File: src/rtl/tanh_share_arbiter.sv
// Round-robin time-shared Q4.12 piecewise-linear tanh unit.
// One operation in flight: IDLE (grant/capture) -> EVAL (compute) -> RESP (hold until accepted).

// Combinational Q4.12 tanh approximation, symmetric about zero.
module tanh_share_arbiter_pwl (
  input  logic [15:0] op,
  output logic [15:0] res
);
  logic        sgn;
  logic [15:0] mag;
  logic [15:0] y;

  // Magnitude, three-segment fit on the magnitude, then restore sign.
  // 0x8000 negates to itself and lands in the saturation segment.
  always_comb begin
    sgn = op[15];
    mag = sgn ? (16'd0 - op) : op;
    if (mag < 16'h0800)      y = mag;
    else if (mag < 16'h1333) y = (mag >> 1) + 16'h0400;
    else if (mag < 16'h2666) y = (mag >> 3) + 16'h0B33;
    else                     y = 16'h1000;
    res = sgn ? (16'd0 - y) : y;
  end
endmodule

module tanh_share_arbiter #(
  parameter int NUM_REQ = 4,
  parameter int CNT_W   = 16
) (
  input  logic                          clk,
  input  logic                          reset,
  input  logic [NUM_REQ-1:0]            req_valid,
  input  logic [NUM_REQ-1:0][15:0]      req_data,
  output logic [NUM_REQ-1:0]            req_ready,
  output logic [NUM_REQ-1:0]            rsp_valid,
  output logic [15:0]                   rsp_data,
  input  logic [NUM_REQ-1:0]            rsp_ready,
  output logic                          busy,
  output logic [CNT_W-1:0]              done_count
);
  localparam int IW = (NUM_REQ > 1) ? $clog2(NUM_REQ) : 1;

  typedef enum logic [1:0] {IDLE = 2'd0, EVAL = 2'd1, RESP = 2'd2} state_t;

  state_t          state;
  logic [IW-1:0]   last_grant;
  logic [IW-1:0]   id_q;
  logic [15:0]     op_q;
  logic [15:0]     res_q;
  logic [15:0]     tanh_y;
  logic [IW-1:0]   scan_idx;
  logic [IW-1:0]   gnt_idx;
  logic            gnt_found;

  tanh_share_arbiter_pwl u_pwl (.op(op_q), .res(tanh_y));

  // Rotating priority search: first valid requester after last_grant, wrapping.
  always_comb begin
    gnt_found = 1'b0;
    gnt_idx   = '0;
    scan_idx  = '0;
    for (int k = 1; k <= NUM_REQ; k++) begin
      scan_idx = IW'((int'(last_grant) + k) % NUM_REQ);
      if (!gnt_found && req_valid[scan_idx]) begin
        gnt_found = 1'b1;
        gnt_idx   = scan_idx;
      end
    end
  end

  // Grant is only offered while idle and out of reset.
  assign req_ready = (state == IDLE && !reset && gnt_found)
                     ? (NUM_REQ'(1) << gnt_idx) : '0;
  assign busy      = (state != IDLE) && !reset;
  assign rsp_data  = res_q;

  // Single FSM: capture operand, evaluate, hold response until its owner accepts.
  always_ff @(posedge clk) begin
    if (reset) begin
      state      <= IDLE;
      last_grant <= IW'(NUM_REQ - 1);
      op_q       <= '0;
      id_q       <= '0;
      res_q      <= '0;
      rsp_valid  <= '0;
      done_count <= '0;
    end else begin
      case (state)
        IDLE: begin
          if (gnt_found) begin
            op_q  <= req_data[gnt_idx];
            id_q  <= gnt_idx;
            state <= EVAL;
          end
        end
        EVAL: begin
          res_q     <= tanh_y;
          rsp_valid <= NUM_REQ'(1) << id_q;
          state     <= RESP;
        end
        RESP: begin
          // Only the owner's rsp_ready matters; others are ignored.
          if (rsp_ready[id_q]) begin
            last_grant <= id_q;
            done_count <= done_count + CNT_W'(1);
            rsp_valid  <= '0;
            state      <= IDLE;
          end
        end
        default: state <= IDLE;
      endcase
    end
  end
endmodule

File: config.mk
export PLATFORM = sky130hd
export DESIGN_NAME = tanh_share_arbiter
export DESIGN_NICKNAME = d
export VERILOG_FILES = /design/src/rtl/tanh_share_arbiter.sv
export SDC_FILE = /design/constraint.sdc
export NUM_CORES = 1
export LEC_CHECK = 0
export ABC_CLOCK_PERIOD_IN_PS = 4700
export CORE_MARGIN = 2
export CORE_UTILIZATION = 45
export CTS_CLUSTER_DIAMETER = 40
export CTS_CLUSTER_SIZE = 8
export DETAILED_ROUTE_END_ITERATION = 6
export PLACE_DENSITY = 0.74
export SYNTH_ARGS = -nofsm -noshare
export SYNTH_HDL_FRONTEND = slang
export SYNTH_SLANG_ARGS = --single-unit
File: constraint.sdc
create_clock -name clk -period 4.7 [get_ports clk]
set_clock_uncertainty 0.1 [all_clocks]
set_input_delay 1.175 -clock clk [delete_from_list [all_inputs] [get_ports clk]]
set_output_delay 1.175 -clock clk [all_outputs]
set_load 0.02 [all_outputs]
After elaboration in Yosys (flattened, before gate mapping)
Cells that the tools add are included.
{"block": "totals", "regBits": 58, "latch_bits": 0, "mem_bits_rw": 0, "mem_bits_ro": 0, "in_bits": 74, "output_inout_bits": 41, "memories": 0}
{"block": "classes", "addsub": 9, "mul": 0, "n_div": 0, "order_cmp": 9, "n_eq_ne": 4, "shift": 2, "mux": 31, "n_bitwise": 0, "reduce_logical": 17}
{"op": "two-way mux 16 bit", "n": 6}
{"op": "binary-select mux 16 bit (select 2 bit)", "n": 1}
{"op": "subtractor 1 x 16 -> 16 bit, first input constant", "n": 2}
{"op": "< comparator 2 x 3 -> 1 bit, second input constant", "n": 6}
{"op": "adder 15 x 11 -> 16 bit, second input constant", "n": 1}
{"op": "adder 16 x 1 -> 16 bit, second input constant", "n": 1}
{"op": "< comparator 16 x 12 -> 1 bit, second input constant", "n": 1}
{"op": "< comparator 16 x 13 -> 1 bit, second input constant", "n": 1}
{"op": "< comparator 16 x 14 -> 1 bit, second input constant", "n": 1}
{"op": "adder 13 x 12 -> 14 bit, second input constant", "n": 1}
{"op": "two-way mux 2 bit", "n": 6}
{"op": "binary-select mux 1 bit (select 2 bit)", "n": 5}
{"op": "two-way mux 1 bit", "n": 9}
{"op": "two-way mux 4 bit", "n": 2}
{"op": "case mux 4 bit (2 select lines)", "n": 1}
{"op": "AND reduction 2 bit", "n": 4}
{"op": "<< shifter 1 x 2 -> 4 bit, first input constant", "n": 2}
{"op": "logical AND 1 bit", "n": 6}
{"op": "case mux 2 bit (3 select lines)", "n": 1}
{"op": "adder 2 x 1 -> 2 bit, second input constant", "n": 2}
{"op": "adder 2 bit, second input constant", "n": 2}
{"op": "logical NOT 1 bit", "n": 4}
{"op": "!= test 2 bit, second input constant", "n": 2}
{"op": "nonzero test 2 bit", "n": 2}
{"op": "3 further kinds", "n": 3}

Longest topological paths before layout
{"block": "logic_depth", "depth_word": 15, "depth_mapped": 19}

Cells and area by module
A second synthesis with hierarchy kept.
{"block": "hier_totals", "hier_cells": 560, "area_unflattened_um2": 4784.6}
{"mod": "tanh_share_arbiter", "instances": 1, "cells_per_inst": 310, "area_per_inst_um2": 2831.5}
{"mod": "tanh_share_arbiter_pwl", "instances": 1, "cells_per_inst": 250, "area_per_inst_um2": 1953.1}

Worst setup path before layout
No wires, ideal clock.
{"block": "synth_timing", "path_type": "register to register", "from": "reg op_q[0]", "to": "reg res_q[12] (netlist: rsp_data[12])", "setup_ns": 0.062, "arrival_time_ns": 4.044, "path_slack_ns": 0.494, "path_stages_with_launch": 20, "n_path_buf": 3, "period_less_slack_ns": 4.206, "cell_sequence": "dfxtp_1 -> clkbuf_1 -> inv_1 -> ha_1 -> or4b_1 -> buf_2 -> a2111oi_0 -> o211ai_1 -> a32o_1 -> a21o_1 -> a22oi_4 -> or2_1 -> buf_2 -> o22a_1 -> ha_1 -> o311ai_1 -> inv_1 -> nand2_2 -> or4_1 -> nand3_1"}
{"block": "synth_via", "elab_chain_len": 8}
{"element": "from (decl)", "line": "48", "text": "logic [15:0] op_q;"}
{"element": "from (signal assigned)", "line": "91", "text": "op_q <= req_data[gnt_idx];"}
{"element": "subtractor 1 x 16 -> 16 bit", "line": "17", "text": "mag = sgn ? (16'd0 - op) : op;"}
{"element": "two-way mux 16 bit (*)", "line": "17"}
{"element": "adder 13 x 12 -> 14 bit or < comparator 16 x 14 -> 1 bit (tied branches)", "line": "20", "text": "else if (mag < 16'h2666) y = (mag >> 3) + 16'h0B33;"}
{"element": "two-way mux 16 bit", "line": "20"}
{"element": "two-way mux 16 bit", "line": "19", "text": "else if (mag < 16'h1333) y = (mag >> 1) + 16'h0400;"}
{"element": "two-way mux 16 bit (*)", "line": "18", "text": "if (mag < 16'h0800) y = mag;"}
{"element": "subtractor 1 x 16 -> 16 bit", "line": "22", "text": "res = sgn ? (16'd0 - y) : y;"}
{"element": "two-way mux 16 bit (*)", "line": "22"}
{"element": "to (signal assigned)", "line": "97", "text": "res_q <= tanh_y;"}
{"element": "to (decl)", "line": "49", "text": "logic [15:0] res_q;"}
Every way passes the cells marked *; elsewhere a longest branch is shown, timed or not.
A chain may end at the register's enable or synchronous reset.

Worst setup path after layout
{"block": "layout_timing", "from": "in req_valid[1]", "to": "out req_ready[0]"}
{"block": "layout_via", "elab_chain_len": 14}
{"element": "from (decl)", "line": "32", "text": "input logic [NUM_REQ-1:0] req_valid,"}
{"element": "binary-select mux 1 bit (select 2 bit)", "line": "64", "text": "if (!gnt_found && req_valid[scan_idx]) begin"}
{"element": "two-way mux 1 bit (not written as such)", "line": "64"}
{"element": "two-way mux 1 bit", "line": "64"}
{"element": "logical NOT 1 bit", "line": "64"}
{"element": "logical AND 1 bit", "line": "64"}
{"element": "two-way mux 1 bit", "line": "64"}
{"element": "logical NOT 1 bit", "line": "64"}
{"element": "logical AND 1 bit", "line": "64"}
{"element": "two-way mux 1 bit", "line": "64"}
{"element": "logical NOT 1 bit", "line": "64"}
{"element": "logical AND 1 bit", "line": "64"}
{"element": "two-way mux 2 bit or two-way mux 1 bit (tied branches)", "line": "64"}
{"element": "<< shifter 1 x 2 -> 4 bit or logical AND 1 bit (tied branches)", "line": "73, 72"}
{"element": "two-way mux 4 bit (*)", "line": "73", "text": "? (NUM_REQ'(1) << gnt_idx) : '0;"}
{"element": "to (decl)", "line": "34", "text": "output logic [NUM_REQ-1:0] req_ready,"}
Every way passes the cells marked *; elsewhere a longest branch is shown, timed or not. The select of a mux whose other input is x is not followed.

==> results.txt <==
clock-pin transition on the worst setup and hold timing paths: 0.08 ns
Layout Nets: 805
DR pass1 iterations: 5
TritonCTS clock tree: done
Die Y-Extent: 105 um
worst hold start: rsp_data[13]
Worst Tran Pin Value: 0.998 ns
TritonCTS buffer count: 9
most instantiated cells after synthesis: nand2_1, nor2_1, dfxtp_1
synthesized area: 4570 um2
Compound-Gate Fraction of Synth Area: 31.8%
Setup TNS: 0 ns
Post-synth EDFFs: 0
Max Transition Viols Final: 0
fin crit period: 4.48 ns
sequential share of the synthesized area: 25.4%
Syn Inst Count: 625
initial antenna violation count: 0
R2R Path End: rsp_data[12]
CP max stage cell: clkdlybuf4s50_1
largest family of logic cells by synthesized area: compound AO/OA/AOI/OAI gates
cell total after placement: 847
HPWL after DPL: 10300 um
Critical Path End: req_ready[0]
Post-Syn Nets: 704
worst r2r path cells: 14
Synth Warn #: 0
RR Startpoint: op_q[5]
final wirelength: 13600 um
WL per Instance: 15.7 um
I/O pin count: 115
Async SR Flop Fraction: 0%
total of max-cap violations: 0
Port Buf Inserts: 114
1st-iter DRT viols: 355
Levels on crit path: 7
minimum hold slack: 0.344 ns
Synth Register Bits: 58
num rows: 36
crit path DAT: 3.20 ns
status: complete, no violations
core area: 9820 um2
Crit path largest cell delay: 0.65 ns
vias after detailed routing: 5095
setup slack, reg-to-reg: 0.36 ns
worst vdd ir: 0.296 mV
Most used DFF post-synth: dfxtp_1
Setup CP Type: primary input to output pin
Max-Slew Margin vs Limit: 33.2%
most common cell in the synthesized netlist: nand2_1
largest area contributor in the netlist: dfxtp_1
CP startpoint: req_valid[1]
Root Buffer: clkbuf_8
H-tree depth: 3
post-synthesis mux area share: 0.932%
crit end category: output pin
Fmax: 0.223 GHz
ant diodes: 0
FF+latch area: 1160 um2
proportion of layout cells with a drive suffix above 1: 9.03%
first-pass GRT wire length: 23000 um
GR Overflow Total: 0
clk sink count: 58
Mean Syn Cell Area: 7.31 um2
Area Growth Syn to Fin: 33.3%
Antenna Violating Nets Remaining: 0
xor/xnor share of the synthesized area: 7.45%
Unique masters post-synth: 76
Top delay family on crit path: buffers and inverters
Critical Path RT: 3.42 ns
number of global-route vias before repair: 4858
Hold WC Path Type: flip-flop to flip-flop
routability congestion estimate: 0.943
Synth area leaders: dfxtp_1, nand2_1, a21oi_1
Top cell by count, worst path: clkdlybuf4s50_1
clk_lat worst skew: 0.35 ns
CTS max path bufs: 2
Power Density: 412 nW/um2
post-place setup slack: 0.0445 ns
Synth Area in Simple Gates: 27.8%
buffer and inverter count on the worst path: 3
Pleak: 0.00221 uW
Synth top area share: 25.4%
pin count of the biggest net entering global routing: 53
crit-path max FO: 5
Worst setup SP type: primary input
non-filler cells, final: 864
die area: 11000 um2
post-synthesis adder-cell area fraction: 1.37%
Final period util: 95.3%
Final setup viols: 0
Multi-input gate area: 3200 um2
die width: 105 um
Total GRT Usage: 25.0%
fin worst setup slack: 0.221 ns
RSZ-0062 raised after global routing: false
Final Hold Fails: 0
Cell Chain, Critical Path: clkdlybuf4s50_1, inv_1, o22ai_1, a221oi_2, nor2_2, nor4_1, clkdlybuf4s50_1
drt via density: 5.90
hold buffers post-CTS: 0
DRC: 0
Initial Utilization: 46.5%
fillers: 906
final core utilization: 62.0%
==> sequential cells by signal, summed over array words and instances (netlist names) <==
name / count
rsp_valid: 4
state: 2
rsp_data: 16
done_count: 16
id_q: 2
last_grant: 2
op_q: 16
==> layout by cell type, fill, tap and decap left out, drive strengths merged, types with 3 or more instances in the layout <==
master	instances
a21oi	55
o21ai	30
o31ai	6
inv	17
nand2b	6
o22ai	7
a31oi	7
and3	8
nor4	7
clkdlybuf4s50	112
a211o	3
a211oi	26
nand2	82
or3	8
o22a	3
nor2	72
o211ai	7
nand3b	3
o311ai	3
o41ai	3
xor2	17
a32oi	3
ha	5
nor2b	4
dfxtp	58
and2	21
a2111oi	3
a311oi	16
a22oi	7
clkbuf	9
buf	20
or2	5
or4	5
nor3	17
a21o	4
xnor2	21
nand3	13
==> how the worst min path moves through the flow <==
| stage | endpoint | slack (ns) | cells past startpoint |
|---|---|---|---|
| 6_report | rsp_data[13] | 0.34 | 2 |
| 2_1_floorplan | op_q[14] | 0.38 | 2 |
| 3_3_place_gp | rsp_data[15] | 0.33 | 2 |
| 5_1_grt | rsp_data[13] | 0.38 | 2 |
| 4_1_cts | rsp_data[13] | 0.35 | 2 |
| 3_5_place_dp | rsp_data[13] | 0.34 | 2 |
==> cells by family after synthesis <==
logic type      count (synthesis)
simple gates                  260
compound gates                203
buf+inv                        58
flops                          58
xor+xnor                       38
fa+ha+maj                       5
mux                             3
==> power breakdown <==
part           switching (uW)  internal [uW]  total [uW]
Clock                     229            303         531
Sequential               64.2            541         605
Combinational             816            553        1370
Total                    1110           1400        2500
==> per-stage QoR <==
step                      instance area, um2  total power (uW)
final                                   6090              2500
after detailed placement                5830              1940
after global routing                    6090              2680
after CTS                               6050              2480
after floorplan                         4570              1570
after global placement                  5830              1920
==> worst reg2reg max path: stages, from the launching register on <==
cell and delay, ns:
dfxtp_1 0.47, or4_4 0.69, or4_4 0.58, o21ai_1 0.18
xnor2_1 0.28, nand3_1 0.20, a22oi_4 0.30, or2_1 0.17
o22a_1 0.15, ha_1 0.18, o311ai_1 0.16, inv_1 0.13
nand2_2 0.09, or4_1 0.52, nand3_1 0.09
==> layout make-up <==
cell class                      count  share of cell area (%)
Multi-Input combinational cell    509                    52.5
Inverter                           15                   0.925
Clock inverter                      7                    1.67
Clock buffer                        9                    2.04
Sequential cell                    58                    19.1
Tap cell                          133                    2.73
Timing Repair Buffer              133                    21.1
==> what timing repair did <==
action / in CTS / in global routing
endpoints found under the setup margin: 0 / 13
gates resized for setup: 0 / 6
setup buffers: 0 / 1
==> per-layer routing <==
layer	wire (um)	vias up	share of wire, %	GRT usage, %
li1	-	2503	-	-
met1	6030	2351	44	32.8
met2	6330	211	47	40.4
met3	904	30	6.7	5.36
met4	298	0	2.2	8.48
met5	0	-	0	0
Power figures use the tool's default switching activity.
